`config.mk`:
```
export PLATFORM = sky130hd
export DESIGN_NAME = ir_receiver_flat
export DESIGN_NICKNAME = d
export VERILOG_FILES = /design/src/rtl/ir_pkg.sv /design/src/rtl/ir_receiver_if.sv /design/src/rtl/ir_input_filter.sv /design/src/rtl/ir_receiver.sv /design/src/flat_wrapper.sv
export SDC_FILE = /design/constraint.sdc
export NUM_CORES = 1
export LEC_CHECK = 0
export BUFFER_PORTS_ARGS = -buffer_cell sky130_fd_sc_hd__buf_2
export CAP_MARGIN = 10
export CORE_ASPECT_RATIO = 1.4
export CORE_MARGIN = 3
export CORE_UTILIZATION = 35
export CTS_CLUSTER_SIZE = 30
export DETAILED_ROUTE_END_ITERATION = 10
export MAX_ROUTING_LAYER = met4
export PLACE_DENSITY = 0.56
export RECOVER_POWER = 50
export SYNTH_ARGS = -nofsm -noshare
export SYNTH_HDL_FRONTEND = slang
export SYNTH_HIERARCHICAL = 1
export SYNTH_SLANG_ARGS = --single-unit
export TNS_END_PERCENT = 100
```
`constraint.sdc`:
```
create_clock -name PCLK -period 4.6 [get_ports PCLK]
set_input_delay 0 -clock PCLK [delete_from_list [all_inputs] [get_ports PCLK]]
set_output_delay 0 -clock PCLK [all_outputs]
set_load 0.01 [all_outputs]
```
`src/rtl/ir_pkg.sv`:
```
// ir_pkg: protocol constants, register map and decoder states shared with the gun
package ir_pkg;
    localparam int IR_CODE_W      = 11;
    localparam int IR_START_UNITS = 6;
    localparam int IR_SLOT_UNITS  = 5;
    localparam int IR_FRAME_UNITS = 70;
    localparam logic [7:0] ADDR_DATA   = 8'h00;
    localparam logic [7:0] ADDR_STATUS = 8'h04;
    localparam logic [7:0] ADDR_CTRL   = 8'h08;
    typedef enum logic [2:0] {S_IDLE, S_START, S_SPACE, S_BIT, S_COMMIT} ir_state_t;
endpackage

```
`src/rtl/ir_receiver_if.sv`:
```
// ir_receiver_if: APB3 bus between the processor and the IR receiver
interface ir_receiver_if;
    logic        PSEL, PENABLE, PWRITE;
    logic [7:0]  PADDR;
    logic [31:0] PWDATA, PRDATA;
    logic        PREADY, PSLVERR;
    modport master (output PSEL, PENABLE, PWRITE, PADDR, PWDATA, input PRDATA, PREADY, PSLVERR);
    modport slave  (input PSEL, PENABLE, PWRITE, PADDR, PWDATA, output PRDATA, PREADY, PSLVERR);
endinterface

```
`src/rtl/ir_input_filter.sv`:
```
// ir_input_filter: synchronizes the sensor output and rejects glitches shorter than GLITCH_CYCLES
module ir_input_filter #(
    parameter int GLITCH_CYCLES = 64
) (
    input  logic PCLK,
    input  logic PRESETN,
    input  logic ir_recv,
    output logic mark,
    output logic rise,
    output logic fall
);
    localparam int CW = $clog2(GLITCH_CYCLES + 1);
    logic s1, s2, flip;
    logic [CW-1:0] cnt;
    // raw level high while mark is set (or low while clear) means the input disagrees
    assign flip = (s2 == mark) && (cnt == CW'(GLITCH_CYCLES - 1));
    // synchronizer idles high (no carrier); mark follows only after a full run of disagreeing samples
    always_ff @(posedge PCLK or negedge PRESETN)
        if (!PRESETN) begin
            s1   <= 1'b1;
            s2   <= 1'b1;
            cnt  <= '0;
            mark <= 1'b0;
            rise <= 1'b0;
            fall <= 1'b0;
        end else begin
            s1   <= ir_recv;
            s2   <= s1;
            cnt  <= (s2 == mark && !flip) ? cnt + 1'b1 : '0;
            mark <= flip ? ~mark : mark;
            rise <= flip && !mark;
            fall <= flip && mark;
        end
endmodule

```
`src/rtl/ir_receiver.sv`:
```
// ir_receiver: APB3 slave decoding pulse-width IR shooter frames into an 11-bit code
module ir_receiver
    import ir_pkg::*;
#(
    parameter int UNIT_CYCLES   = 17880,
    parameter int GLITCH_CYCLES = 64,
    parameter int HOLDOFF_UNITS = 80
) (
    input  logic         PCLK,
    input  logic         PRESETN,
    ir_receiver_if.slave apb,
    input  logic         ir_recv,
    output logic         ir_irq
);
    localparam logic [19:0] W_MAX     = 20'(8 * UNIT_CYCLES);
    localparam logic [19:0] START_MIN = 20'((IR_START_UNITS - 1) * UNIT_CYCLES);
    localparam logic [19:0] START_MAX = 20'((IR_START_UNITS + 1) * UNIT_CYCLES);
    localparam logic [19:0] SPACE_MAX = 20'(4 * UNIT_CYCLES);
    localparam logic [19:0] BIT_LO    = 20'(3 * UNIT_CYCLES / 2);
    localparam logic [19:0] BIT_MID   = 20'(5 * UNIT_CYCLES / 2);
    localparam logic [19:0] BIT_HI    = 20'(7 * UNIT_CYCLES / 2);
    localparam logic [23:0] HOLD      = 24'(HOLDOFF_UNITS * UNIT_CYCLES);

    ir_state_t state, state_nx;
    logic mark, rise, fall, err, shift, commit, dup, accept, wr, rd_data;
    logic valid, overrun, en, irq_en, unused_pwdata;
    logic [19:0] width;
    logic [3:0]  bitcnt;
    logic [IR_CODE_W-1:0] shreg, code, last_code;
    logic [23:0] holdoff;
    logic [7:0]  errcnt;

    ir_input_filter #(.GLITCH_CYCLES(GLITCH_CYCLES)) u_filter (
        .PCLK(PCLK), .PRESETN(PRESETN), .ir_recv(ir_recv), .mark(mark), .rise(rise), .fall(fall)
    );

    assign wr            = apb.PSEL && apb.PENABLE && apb.PWRITE;
    assign rd_data       = apb.PSEL && apb.PENABLE && !apb.PWRITE && apb.PADDR == ADDR_DATA;
    assign commit        = state == S_COMMIT && shreg != '0;
    assign dup           = shreg == last_code && holdoff < HOLD;
    assign accept        = commit && !dup;
    assign ir_irq        = valid && irq_en;
    assign apb.PREADY    = 1'b1;
    assign apb.PSLVERR   = 1'b0;
    assign unused_pwdata = ^apb.PWDATA[31:2];
    assign apb.PRDATA    = !(apb.PSEL && !apb.PWRITE)   ? '0 :
                           apb.PADDR == ADDR_DATA   ? {valid, overrun, {(30 - IR_CODE_W){1'b0}}, code} :
                           apb.PADDR == ADDR_STATUS ? {24'd0, errcnt} :
                           apb.PADDR == ADDR_CTRL   ? {30'd0, irq_en, en} : '0;

    // frame parser: widths are judged at the closing edge; stale marks after errors wait for a fresh rise
    always_comb begin
        state_nx = state;
        err      = 1'b0;
        shift    = 1'b0;
        case (state)
            S_IDLE:   if (rise) state_nx = S_START;
            S_START:  if (fall) begin
                          err      = !(width >= START_MIN && width <= START_MAX);
                          state_nx = err ? S_IDLE : S_SPACE;
                      end
            S_SPACE:  if (rise) state_nx = S_BIT;
                      else if (!mark && width >= SPACE_MAX) begin
                          err      = 1'b1;
                          state_nx = S_IDLE;
                      end
            S_BIT:    if (fall) begin
                          err      = !(width >= BIT_LO && width < BIT_HI);
                          shift    = !err;
                          state_nx = err ? S_IDLE : (bitcnt == 4'(IR_CODE_W - 1) ? S_COMMIT : S_SPACE);
                      end
            default:  state_nx = S_IDLE;
        endcase
        if (!en) begin
            state_nx = S_IDLE;
            err      = 1'b0;
            shift    = 1'b0;
        end
    end

    // decoder state register
    always_ff @(posedge PCLK or negedge PRESETN)
        if (!PRESETN) state <= S_IDLE;
        else state <= state_nx;

    // width holds the length so far of the current mark or space; bits shift in MSB first
    always_ff @(posedge PCLK or negedge PRESETN)
        if (!PRESETN) begin
            width  <= '0;
            bitcnt <= '0;
            shreg  <= '0;
        end else begin
            width  <= (rise || fall) ? 20'd1 : (width == W_MAX ? width : width + 20'd1);
            bitcnt <= (state == S_START) ? 4'd0 : bitcnt + 4'(shift);
            if (shift) shreg <= {shreg[IR_CODE_W-2:0], width >= BIT_MID};
        end

    // software-visible registers; a commit outranks a same-cycle clear-on-read
    always_ff @(posedge PCLK or negedge PRESETN)
        if (!PRESETN) begin
            holdoff   <= '0;
            code      <= '0;
            last_code <= '0;
            valid     <= 1'b0;
            overrun   <= 1'b0;
            errcnt    <= '0;
            en        <= 1'b0;
            irq_en    <= 1'b0;
        end else begin
            holdoff <= commit ? '0 : (holdoff == '1 ? holdoff : holdoff + 24'd1);
            if (accept) begin
                code      <= shreg;
                last_code <= shreg;
                valid     <= 1'b1;
                overrun   <= !rd_data && (overrun || valid);
            end else if (rd_data) begin
                valid   <= 1'b0;
                overrun <= 1'b0;
            end
            errcnt <= (wr && apb.PADDR == ADDR_STATUS) ? '0 : errcnt + 8'(err && errcnt != 8'hFF);
            if (wr && apb.PADDR == ADDR_CTRL) begin
                en     <= apb.PWDATA[0];
                irq_en <= apb.PWDATA[1];
            end
        end
endmodule

```
`src/flat_wrapper.sv`:
```
// flat-port wrapper written by rule: the top's interface ports become plain ports
module ir_receiver_flat import ir_pkg::*;
#(
    parameter int UNIT_CYCLES   = 17880,
    parameter int GLITCH_CYCLES = 64,
    parameter int HOLDOFF_UNITS = 80
)
  (PCLK, PRESETN, ir_recv, ir_irq, apb_PSEL, apb_PENABLE, apb_PWRITE, apb_PADDR, apb_PWDATA, apb_PRDATA, apb_PREADY, apb_PSLVERR);
  ir_receiver_if apb_i ();
  input  logic PCLK;
  input  logic PRESETN;
  input  logic ir_recv;
  output logic ir_irq;
  input wire logic [$bits(apb_i.PSEL)-1:0] apb_PSEL;
  input wire logic [$bits(apb_i.PENABLE)-1:0] apb_PENABLE;
  input wire logic [$bits(apb_i.PWRITE)-1:0] apb_PWRITE;
  input wire logic [$bits(apb_i.PADDR)-1:0] apb_PADDR;
  input wire logic [$bits(apb_i.PWDATA)-1:0] apb_PWDATA;
  output wire logic [$bits(apb_i.PRDATA)-1:0] apb_PRDATA;
  output wire logic [$bits(apb_i.PREADY)-1:0] apb_PREADY;
  output wire logic [$bits(apb_i.PSLVERR)-1:0] apb_PSLVERR;
  assign apb_i.PSEL = apb_PSEL;
  assign apb_i.PENABLE = apb_PENABLE;
  assign apb_i.PWRITE = apb_PWRITE;
  assign apb_i.PADDR = apb_PADDR;
  assign apb_i.PWDATA = apb_PWDATA;
  assign apb_PRDATA = apb_i.PRDATA;
  assign apb_PREADY = apb_i.PREADY;
  assign apb_PSLVERR = apb_i.PSLVERR;
  ir_receiver #(.UNIT_CYCLES(UNIT_CYCLES), .GLITCH_CYCLES(GLITCH_CYCLES), .HOLDOFF_UNITS(HOLDOFF_UNITS)) u_core (.PCLK(PCLK), .PRESETN(PRESETN), .apb(apb_i), .ir_recv(ir_recv), .ir_irq(ir_irq));
endmodule
```
# After elaboration in Yosys (flattened, before gate mapping)

Cells that the tools add are included.

Bits in registers: 97
Bits of input ports: 46
Output and inout bits: 35
Logic and storage cells: 116

Add/sub/neg operators: 5
Order comparisons: 7
Equal/unequal tests: 19
Muxes and demuxes: 33
Bitwise gates (word level): 1
Reductions and logical operators: 34

Operators by type and width:

| kind                    | number |
|---|---|
| $mux W32                | 3 |
| $mux W24                | 2 |
| $ge A20 B17 Y1 const B  | 2 |
| $mux W20                | 2 |
| $add A24 B1 Y24 const B | 1 |
| $eq A24 B24 Y1 const B  | 1 |
| $lt A24 B21 Y1 const B  | 1 |
| $mux W3                 | 8 |
| $add A20 B1 Y20 const B | 1 |
| $eq A20 B18 Y1 const B  | 1 |
| $ge A20 B15 Y1 const B  | 1 |
| $ge A20 B16 Y1 const B  | 1 |
| $le A20 B17 Y1 const B  | 1 |
| $logic_and A1 B1 Y1     | 20 |
| $lt A20 B16 Y1 const B  | 1 |
| $pmux W3 S4             | 1 |
| $eq A11 B11 Y1          | 1 |
| $mux W1                 | 11 |
| $reduce_bool A11 Y1     | 1 |
| $ne A3 B3 Y1 const B    | 3 |
| $add A8 B1 Y8           | 1 |
| $eq A8 B3 Y1 const B    | 1 |
| $eq A8 B4 Y1 const B    | 1 |
| $logic_not A8 Y1        | 1 |
| other kinds (22)        | 32 |

# Longest topological paths before layout

Gate-level depths: netlist of the first run.

Depth in word-level cells: 9
Mapped depth: 12
Depth with buffers taken out: 11

# Cells and area by module

The synthesis of the first run kept the hierarchy.

Modules (own cells, without submodules):

| module          | instances | cells an instance | area each (µm²) | sequential area each (µm²) |
|---|---|---|---|---|
| ir_receiver     | 1         | 512               | 4,894.7         | 2,127.0 |
| ir_input_filter | 1         | 39                | 490.5           | 302.8 |

# Worst setup path before layout of the first run

OpenSTA, ideal clock, no wires.

Kind: register to register
Start: register u_core.width[3]
End: register u_core.errcnt[4]
Library setup time: 0.128 ns
Data arrival time: 2.559 ns
Required time: 4.472 ns
Slack: 1.913 ns
Cell stages (with the launch flop): 13
Path buffers: 1
Clock period less this slack: 2.687 ns
Cell sequence: dfrtp_1 buf_6 or4_1 a31o_2 a21oi_2 nor3_1 a211o_1 a21oi_1 ha_1 ha_1 nand3_1 xor2_1 nor2_1

Longest elaborated chain between the ends: 9
Elaborated cells between the ends (all ways): 19
Those cells by class: add/sub (1); order compare (5); mux (7); reduce/logical (6)

RTL lines:

| item                                          | line                                                    | RTL |
|---|---|---|
| start: declaration                            | ir_receiver.sv:27                                       | `logic [19:0] width;` |
| start signal: assignment                      | ir_receiver.sv:93                                       | `width <= (rise \|\| fall) ? 20'd1 : (width == W_MAX ? width : width + 20'd1);` |
| $ge A20 B17 Y1, or another cell as far along  | ir_receiver.sv:63                                       | `else if (!mark && width >= SPACE_MAX) begin` |
| $logic_and A1 B1 Y1, on equally long branches | ir_receiver.sv:63, ir_receiver.sv:59, ir_receiver.sv:68 |  |
| $mux W1, or another cell as far along         | ir_receiver.sv:63                                       |  |
| $mux W1, on equally long branches             | ir_receiver.sv:62, ir_receiver.sv:58, ir_receiver.sv:67 |  |
| $pmux W1 S3 (*)                               | ir_receiver.sv:56                                       | `case (state)` |
| $mux W1 (*)                                   | ir_receiver.sv:74                                       | `if (!en) begin` |
| $logic_and A1 B1 Y1 (*)                       | ir_receiver.sv:120                                      | `errcnt <= (wr && apb.PADDR == ADDR_STATUS) ? '0 : errcnt + 8'(err && errcnt != 8'hFF);` |
| $add A8 B1 Y8 (*)                             | ir_receiver.sv:120                                      |  |
| $mux W8 (*)                                   | ir_receiver.sv:120                                      |  |
| end signal: assignment                        | ir_receiver.sv:120                                      |  |
| end: declaration                              | ir_receiver.sv:31                                       | `logic [7:0] errcnt;` |

Mark *: on every way between the ends. The rest lies on a longest branch, timed or not.
A chain may end at the register's enable or synchronous reset.

# Worst setup path after layout of the first run

Start: register u_core.shreg[9]
End: register u_core.overrun

Longest elaborated chain between the ends: 5
Elaborated cells between the ends (all ways): 8
Those cells by class: eq/ne (1); mux (1); reduce/logical (6)

RTL lines:

| item                                          | line               | RTL |
|---|---|---|
| start: declaration                            | ir_receiver.sv:29  | `logic [IR_CODE_W-1:0] shreg, code, last_code;` |
| start signal: assignment                      | ir_receiver.sv:95  | `if (shift) shreg <= {shreg[IR_CODE_W-2:0], width >= BIT_MID};` |
| $eq A11 B11 Y1                                | ir_receiver.sv:40  | `assign dup = shreg == last_code && holdoff < HOLD;` |
| $logic_and A1 B1 Y1                           | ir_receiver.sv:40  |  |
| $logic_not A1 Y1                              | ir_receiver.sv:41  | `assign accept = commit && !dup;` |
| $logic_and A1 B1 Y1 (*)                       | ir_receiver.sv:41  |  |
| $mux W1 or $reduce_bool A2 Y1 (tied branches) | n/a                |  |
| end signal: assignment                        | ir_receiver.sv:115 | `overrun <= !rd_data && (overrun \|\| valid);` |
| end: declaration                              | ir_receiver.sv:26  | `logic valid, overrun, en, irq_en, unused_pwdata;` |

Marked as above.

==> impl_metrics.py, run 1 <==
metrics = {
    "status": {
        "status": "complete, but fails checks",
        "violations": "max-capacitance violations, max-slew violations",
    },
    "worst_setup_path": {
        "crit_chain": "xnor2_1, nand4_1, or4_1, o21ai_1, nor2_1, o32a_1, dlygate4sd3_1",
        "cp.required_ns": 4.83,
        "worst_setup_path_start_kind": "flip-flop",
        "slowest_stage": "o21ai_1",
        "max_stage_delay_ns": 0.91,
        "path_class": "flip-flop to flip-flop",
        "end_kind": "flip-flop",
        "cp.arrival_ns": 3.34,
        "critPathMaxFanout": 13,
    },
    "synth": {
        "synth-edff-count": 0,
        "netlist_area_um2": 5390,
        "synth.most_common_cell": "dfrtp_1",
        "synth_area_leader_cell": "dfrtp_1",
        "async_reset_ff_share_pct": 100,
        "ys_top_cells_by_area": "dfrtp_1 (44%), nor2_1 (5.4%), xor2_1 (5.4%)",
        "ys_types": 62,
        "yosysTopAreaCellShare_pct": 44.1,
        "synthCells": 551,
        "avgSynthCellArea_um2": 9.77,
        "synthTopCellsByCount": "dfrtp_1 (95), nor2_1 (78), xor2_1 (33)",
        "ys_warn_count": 6,
        "ys_seq_area_share_pct": 45.1,
        "synth_seq_cells": 97,
        "synthFlopType": "dfrtp_1",
    },
    "power": {
        "powerDensity_nw_per_um2": 272,
        "p_leak_nw": 2.60,
        "ir_worst_vdd_mv": 0.123,
    },
    "clock_network": {
        "htreeDepth": 3,
        "clock_sinks": 97,
        "numCtsBuffers": 9,
        "clock_latency_ns": 0.34,
        "cts_tree": "built",
        "cts.path.max_buffers": 2,
        "clk_pin_slew_ns": 0.07,
        "post_cts_buffers": 0,
        "cts-root-buf": "clkbuf_16",
    },
    "floorplan": {
        "num_rows": 53,
        "dieArea_um2": 16900,
        "io-pin-count": 81,
        "core_um2": 15100,
        "die_y_um": 153,
        "initial_core_util_pct": 35.8,
        "die_w_um": 111,
    },
    "placed_design": {
        "dp_hpwl_um": 7490,
        "dp_slack_ns": 1.63,
        "io_buffers": 29,
        "gp_congestion": 0.827,
    },
    "route": {
        "via_count": 4006,
        "vias_per_cell": 5.21,
        "route.detailed.drc": 0,
        "initialDrtViolationCount": 209,
        "routed_wl_um": 10700,
        "dr.pass1.iters": 4,
        "post_drt_wl_per_cell_um": 13.9,
        "antenna_left": 0,
    },
    "sta": {
        "fin_ws_ns": 1.49,
        "finalMaxSlewViolations": 32,
        "rsz0062_at_grt": "no",
        "relSlewSlack_pct": -8.03,
        "setup_viol": 0,
        "fmax_mhz": 321,
        "fin_skew_ns": 0.00819,
        "setup_tns_ns": 0,
        "layout_min_cycle_time_ns": 3.11,
        "period_share_pct": 67.7,
        "worst_pin_slew_ns": 1.62,
        "finalHoldViolCount": 0,
    },
    "global_route": {
        "grt_pass1_wl_um": 18300,
        "overflow": 0,
        "grt_use_total_pct": 13.2,
        "first_global_vias": 3939,
        "antenna_found_initial": 0,
        "grt_max_degree": 68,
    },
    "cells_and_area": {
        "antenna_cells": 0,
        "area_growth_pct": 9.60,
        "drive_above_1_share_pct": 12.8,
        "final_nets": 626,
        "final_core_util_pct": 39.2,
    },
    "worst_hold_path": {
        "min_path_type": "input pin to flip-flop",
    },
    "flow_run": {
        "drv_cap": 1,
    },
}
state kept, by name, summed over array words and instances (netlist names):
name,cells
u_core/u_filter/fall,1
u_core/irq_en,1
u_core/last_code,11
u_core/u_filter/cnt,7
u_core/u_filter/s1,1
u_core/en,1
u_core/overrun,1
u_core/errcnt,8
u_core/u_filter/rise,1
u_core/u_filter/s2,1
u_core/shreg,11
u_core/valid,1
u_core/u_filter/mark,1
u_core/bitcnt,4
u_core/holdoff,24
u_core/state,3
u_core/width,20
final timing paths:
path | slack [ns] | to | cells past startpoint | startpoint
max | 1.49 | u_core/overrun | 7 | u_core/shreg[9]
min | 0.06 | u_core/en | 4 | apb_PADDR[0]
max reg2reg | 1.49 | u_core/overrun | 7 | u_core/shreg[9]
min reg2reg | 0.36 | u_core/u_filter/s2 | 0 | u_core/u_filter/s1
max in group asynchronous | 2.28 | u_core/bitcnt[3] | 3 | PRESETN
min in group asynchronous | 0.29 | u_core/errcnt[4] | 2 | PRESETN
power by group:
group / internal (mW) / leakage, nW / switching [mW]
clock: 0.382 / 0.129 / 0.312
sequential: 0.858 / 1.28 / 0.00521
combinational: 0.0143 / 1.19 / 0.0361
layout make-up:
type	instances	area (um^2)
Sequential cell	97	2430
Multi-Input combinational cell	416	2700
Timing Repair Buffer	37	215
Tap cell	192	240
Clock buffer	12	246
Clock inverter	4	28.8
Inverter	11	41.3
Fill cell	1509	9150
critical path, delay by kind of cell, from the launching register on:
family / cells / cell delay, ns
and+or+nand+nor: 3 / 0.69
AOI/OAI and AO/OA: 2 / 1.12
buffers and inverters: 1 / 0.55
xor gates and xnor gates: 1 / 0.20
DFF: 1 / 0.43
cells in the final DEF (no fill, tap or decap), types with 3 or more instances in the layout:
cell	count
a21oi_1	15
a22oi_1	6
and2_1	8
and3_1	13
and4_1	5
buf_2	25
clkbuf_1	6
clkbuf_16	9
conb_1	21
dfrtp_1	95
dlygate4sd3_1	6
ha_1	8
inv_1	11
mux2_2	21
mux2i_1	7
nand2_1	28
nand2b_1	3
nand3_1	30
nand4_1	16
nor2_1	78
nor2b_1	10
nor3_1	14
nor4_1	8
nor4b_1	3
o21ai_0	9
o31ai_1	3
or3_1	7
or4_1	5
xnor2_1	29
xor2_1	33
kinds of logic after synthesis:
group / count (synthesis) / share of synthesized area, %
buffers and inverters: 57 / 5.85
flip-flops: 97 / 45.1
adder cells (fa/ha/maj): 8 / 1.86
multiplexers: 29 / 5.90
AND/OR/NAND/NOR: 242 / 24.0
AO/OA/AOI/OAI: 54 / 7.06
other: 2 / 0.139
XOR/XNOR: 62 / 10.1
per-layer routing:
metal,up-vias,share of wire [%],GRT usage (%)
met2,74,51,22.7
li1,1930,-,-
met1,1986,44,15.5
met3,16,2.4,1.87
met4,0,2.0,5.63
met5,-,0,-
metrics by stage:
step / hold WS [ns] / cells / total power, mW / cell area, um^2
finish: 0.0572 / 769 / 1.61 / 5900
global route: 0.0901 / 769 / 1.67 / 5900
CTS: 0.0369 / 769 / 1.64 / 5930
detailed placement: 0.109 / 747 / 0.929 / 5590
global placement: 0.109 / 747 / 0.927 / 5590
floorplan: -0.296 / 570 / 0.912 / 5460
repair_timing:
| action | in CTS | in global routing |
|---|---|---|
| endpoints found under the hold margin | 69 | 0 |
| hold buffers | 6 | 0 |
| resized for setup | 0 | 0 |
Power figures use the tool's default switching activity.
==> run 2: changes to the inputs <==
--- a/config.mk
+++ b/config.mk
@@ -13,7 +13,7 @@
 export CTS_CLUSTER_SIZE = 30
 export DETAILED_ROUTE_END_ITERATION = 10
 export MAX_ROUTING_LAYER = met4
-export PLACE_DENSITY = 0.56
+export PLACE_DENSITY = 0.58
 export RECOVER_POWER = 50
 export SYNTH_ARGS = -nofsm -noshare
 export SYNTH_HDL_FRONTEND = slang
==> constraint.sdc (replaced) <==
create_clock -name PCLK -period 2.8 [get_ports PCLK]
set_input_delay 0 -clock PCLK [delete_from_list [all_inputs] [get_ports PCLK]]
set_output_delay 0 -clock PCLK [all_outputs]
set_load 0.01 [all_outputs]
==> run 2 against run 1 <==
The flow now finishes without violations. Wire length grew 5.5%. Global-route usage grew 0.83 points. Clock-buffer cell count grew 1. Register-to-register slack lost 1.3 ns. Clock skew shrank 0.00097 ns. Highest routed layer unchanged.
==> impl_metrics.py, run 2 (same netlist as run 1, synthesis figures left out) <==
metrics = {
    "status": {
        "status": "finished, final reports clean",
    },
    "worst_setup_path": {
        "rrSetupSlack_ns": 0.15,
        "path_class": "flip-flop to flip-flop",
        "r2r_start": "u_core/width[4]",
        "worst_setup_path_start_kind": "flip-flop",
        "max_stage_delay_ns": 0.55,
        "cp.arrival_ns": 2.87,
        "cp.required_ns": 3.01,
        "r2r-end": "u_core/errcnt[7]",
        "cpMostUsedCell": "a21oi_2",
        "end_kind": "flip-flop",
        "cp-startpoint": "u_core/width[4]",
        "crit_chain": "or4_4, nor4_4, a21oi_2, o32ai_2, nand3_1, a21oi_2, ha_2, buf_4, nand4_1, xor2_1, nor2_1",
        "rr_worst_depth": 11,
        "critPathMaxFanout": 3,
        "slowest_stage": "or4_4",
        "cp-endpoint": "u_core/errcnt[7]",
    },
    "route": {
        "antenna_left": 0,
        "vias_per_cell": 5.13,
        "route.detailed.drc": 0,
        "via_count": 4066,
        "routed_wl_um": 11300,
        "dr.pass1.iters": 4,
        "initialDrtViolationCount": 222,
        "post_drt_wl_per_cell_um": 14.3,
    },
    "floorplan": {
        "num_rows": 53,
        "die_y_um": 153,
        "core_um2": 15100,
        "initial_core_util_pct": 35.8,
        "die_w_um": 111,
        "dieArea_um2": 16900,
        "io-pin-count": 81,
    },
    "cells_and_area": {
        "final_common_cell": "dfrtp_1",
        "top_register": "u_core/holdoff",
        "layout.cells.non_filler": 792,
        "reg_top3": "u_core/holdoff (24), u_core/width (20)",
        "drive_above_1_share_pct": 20.0,
        "antenna_cells": 0,
        "final_cell_mix": "dfrtp_1 (94), nor2_1 (78), xor2_1 (33), xnor2_1 (29), nand2_1 (28)",
        "largest_register_ffs": 24,
        "final_nets": 649,
        "area_growth_pct": 14.9,
    },
    "sta": {
        "period_share_pct": 94.8,
        "fmax_mhz": 377,
        "setup_viol": 0,
        "relSlewSlack_pct": 1.15,
        "finalMaxSlewViolations": 0,
        "rsz0062_at_grt": "yes",
        "fin_skew_ns": 0.00721,
        "setup_tns_ns": 0,
        "worst_pin_slew_ns": 1.48,
        "layout_min_cycle_time_ns": 2.65,
        "finalHoldViolCount": 0,
    },
    "clock_network": {
        "numCtsBuffers": 9,
        "clock_latency_ns": 0.34,
        "clock_sinks": 97,
        "cts-root-buf": "clkbuf_16",
        "clk_pin_slew_ns": 0.07,
        "cts_tree": "built",
        "htreeDepth": 3,
        "cts.path.max_buffers": 2,
    },
    "global_route": {
        "antenna_found_initial": 0,
        "grt_pass1_wl_um": 19400,
        "grt_use_total_pct": 14.1,
        "overflow": 0,
        "grt_max_degree": 59,
        "first_global_vias": 4101,
    },
    "power": {
        "p_sw_mw": 0.595,
        "powerDensity_nw_per_um2": 441,
        "clkPwrFrac_pct": 44.9,
        "swShare_pct": 21.8,
        "seqPwrFrac_pct": 52.0,
        "p_leak_nw": 2.75,
        "combPwrFrac_pct": 3.1,
        "internal_power_mw": 2.14,
        "ir_worst_vdd_mv": 0.249,
    },
    "worst_hold_path": {
        "min_path_type": "input pin to flip-flop",
        "min_path_cells": 3,
    },
    "flow_run": {
        "drv_cap": 0,
    },
    "placed_design": {
        "io_buffers": 29,
        "place_inst": 768,
        "dp_hpwl_um": 8140,
        "gp_congestion": 0.869,
    },
}
run 2: timing repair:
| action | CTS | global route |
|---|---|---|
| setup buffers | 0 | 3 |
| resized for setup | 0 | 14 |
| setup endpoints to repair | 0 | 7 |
| hold buffers | 5 | 0 |
| hold endpoints to repair | 59 | 0 |
run 2: layer usage:
metal	wire, um	GRT usage [%]	vias up
met5	0	-	-
met4	165	5.58	0
met3	278	1.71	13
met2	6030	24.7	67
met1	4830	16.3	2018
li1	-	-	1968
run 2: cell type report:
type | instances | area (um^2)
inverters | 11 | 41.3
clock buffers | 13 | 280
clock inverters | 3 | 21.3
flip-flops and latches | 97 | 2430
fillers | 1453 | 8870
well taps | 192 | 240
repair buffers | 60 | 387
multi-input cells | 416 | 2790
run 2: worst max-delay path: cells and delay by family (launching register included):
kind | cells | cell delay (ns)
AND/OR/NAND/NOR | 5 | 1.06
AO/OA/AOI/OAI | 3 | 0.56
flip-flops | 1 | 0.41
adder cells (fa/ha/maj) | 1 | 0.21
XOR/XNOR | 1 | 0.15
buffers and inverters | 1 | 0.13
run 2: worst min path at each step:
stage,to,start,slack [ns]
after floorplan,u_core/bitcnt[0],PRESETN,-0.30
after global placement,u_core/u_filter/s1,ir_recv,0.11
after detailed placement,u_core/u_filter/s1,ir_recv,0.11
after CTS,u_core/overrun,apb_PENABLE,0.003
after global routing,u_core/overrun,apb_PENABLE,0.02
final,u_core/overrun,apb_PENABLE,0.02
run 2: through the flow:
stage	hold slack, ns	util (%)	power, mW	worst slack (ns)	cell area (um^2)
2_1_floorplan	-0.296	-	1.50	0.113	5460
3_3_place_gp	0.106	38.3	1.53	0.0798	5760
3_5_place_dp	0.106	38.3	1.53	0.100	5760
4_1_cts	0.00316	40.6	2.77	0.0794	6120
5_1_grt	0.0233	41.1	2.84	0.00547	6190
6_report	0.0204	41.1	2.73	0.145	6190
run 2: power by group through the flow:
stage / sequential (mW) / combinational, mW / clock [mW]
finish: 1.42 / 0.0846 / 1.23
global route: 1.42 / 0.0980 / 1.32
CTS: 1.42 / 0.0905 / 1.27
detailed placement: 1.45 / 0.0846 / 0
global placement: 1.44 / 0.0812 / 0
floorplan: 1.44 / 0.0555 / 0
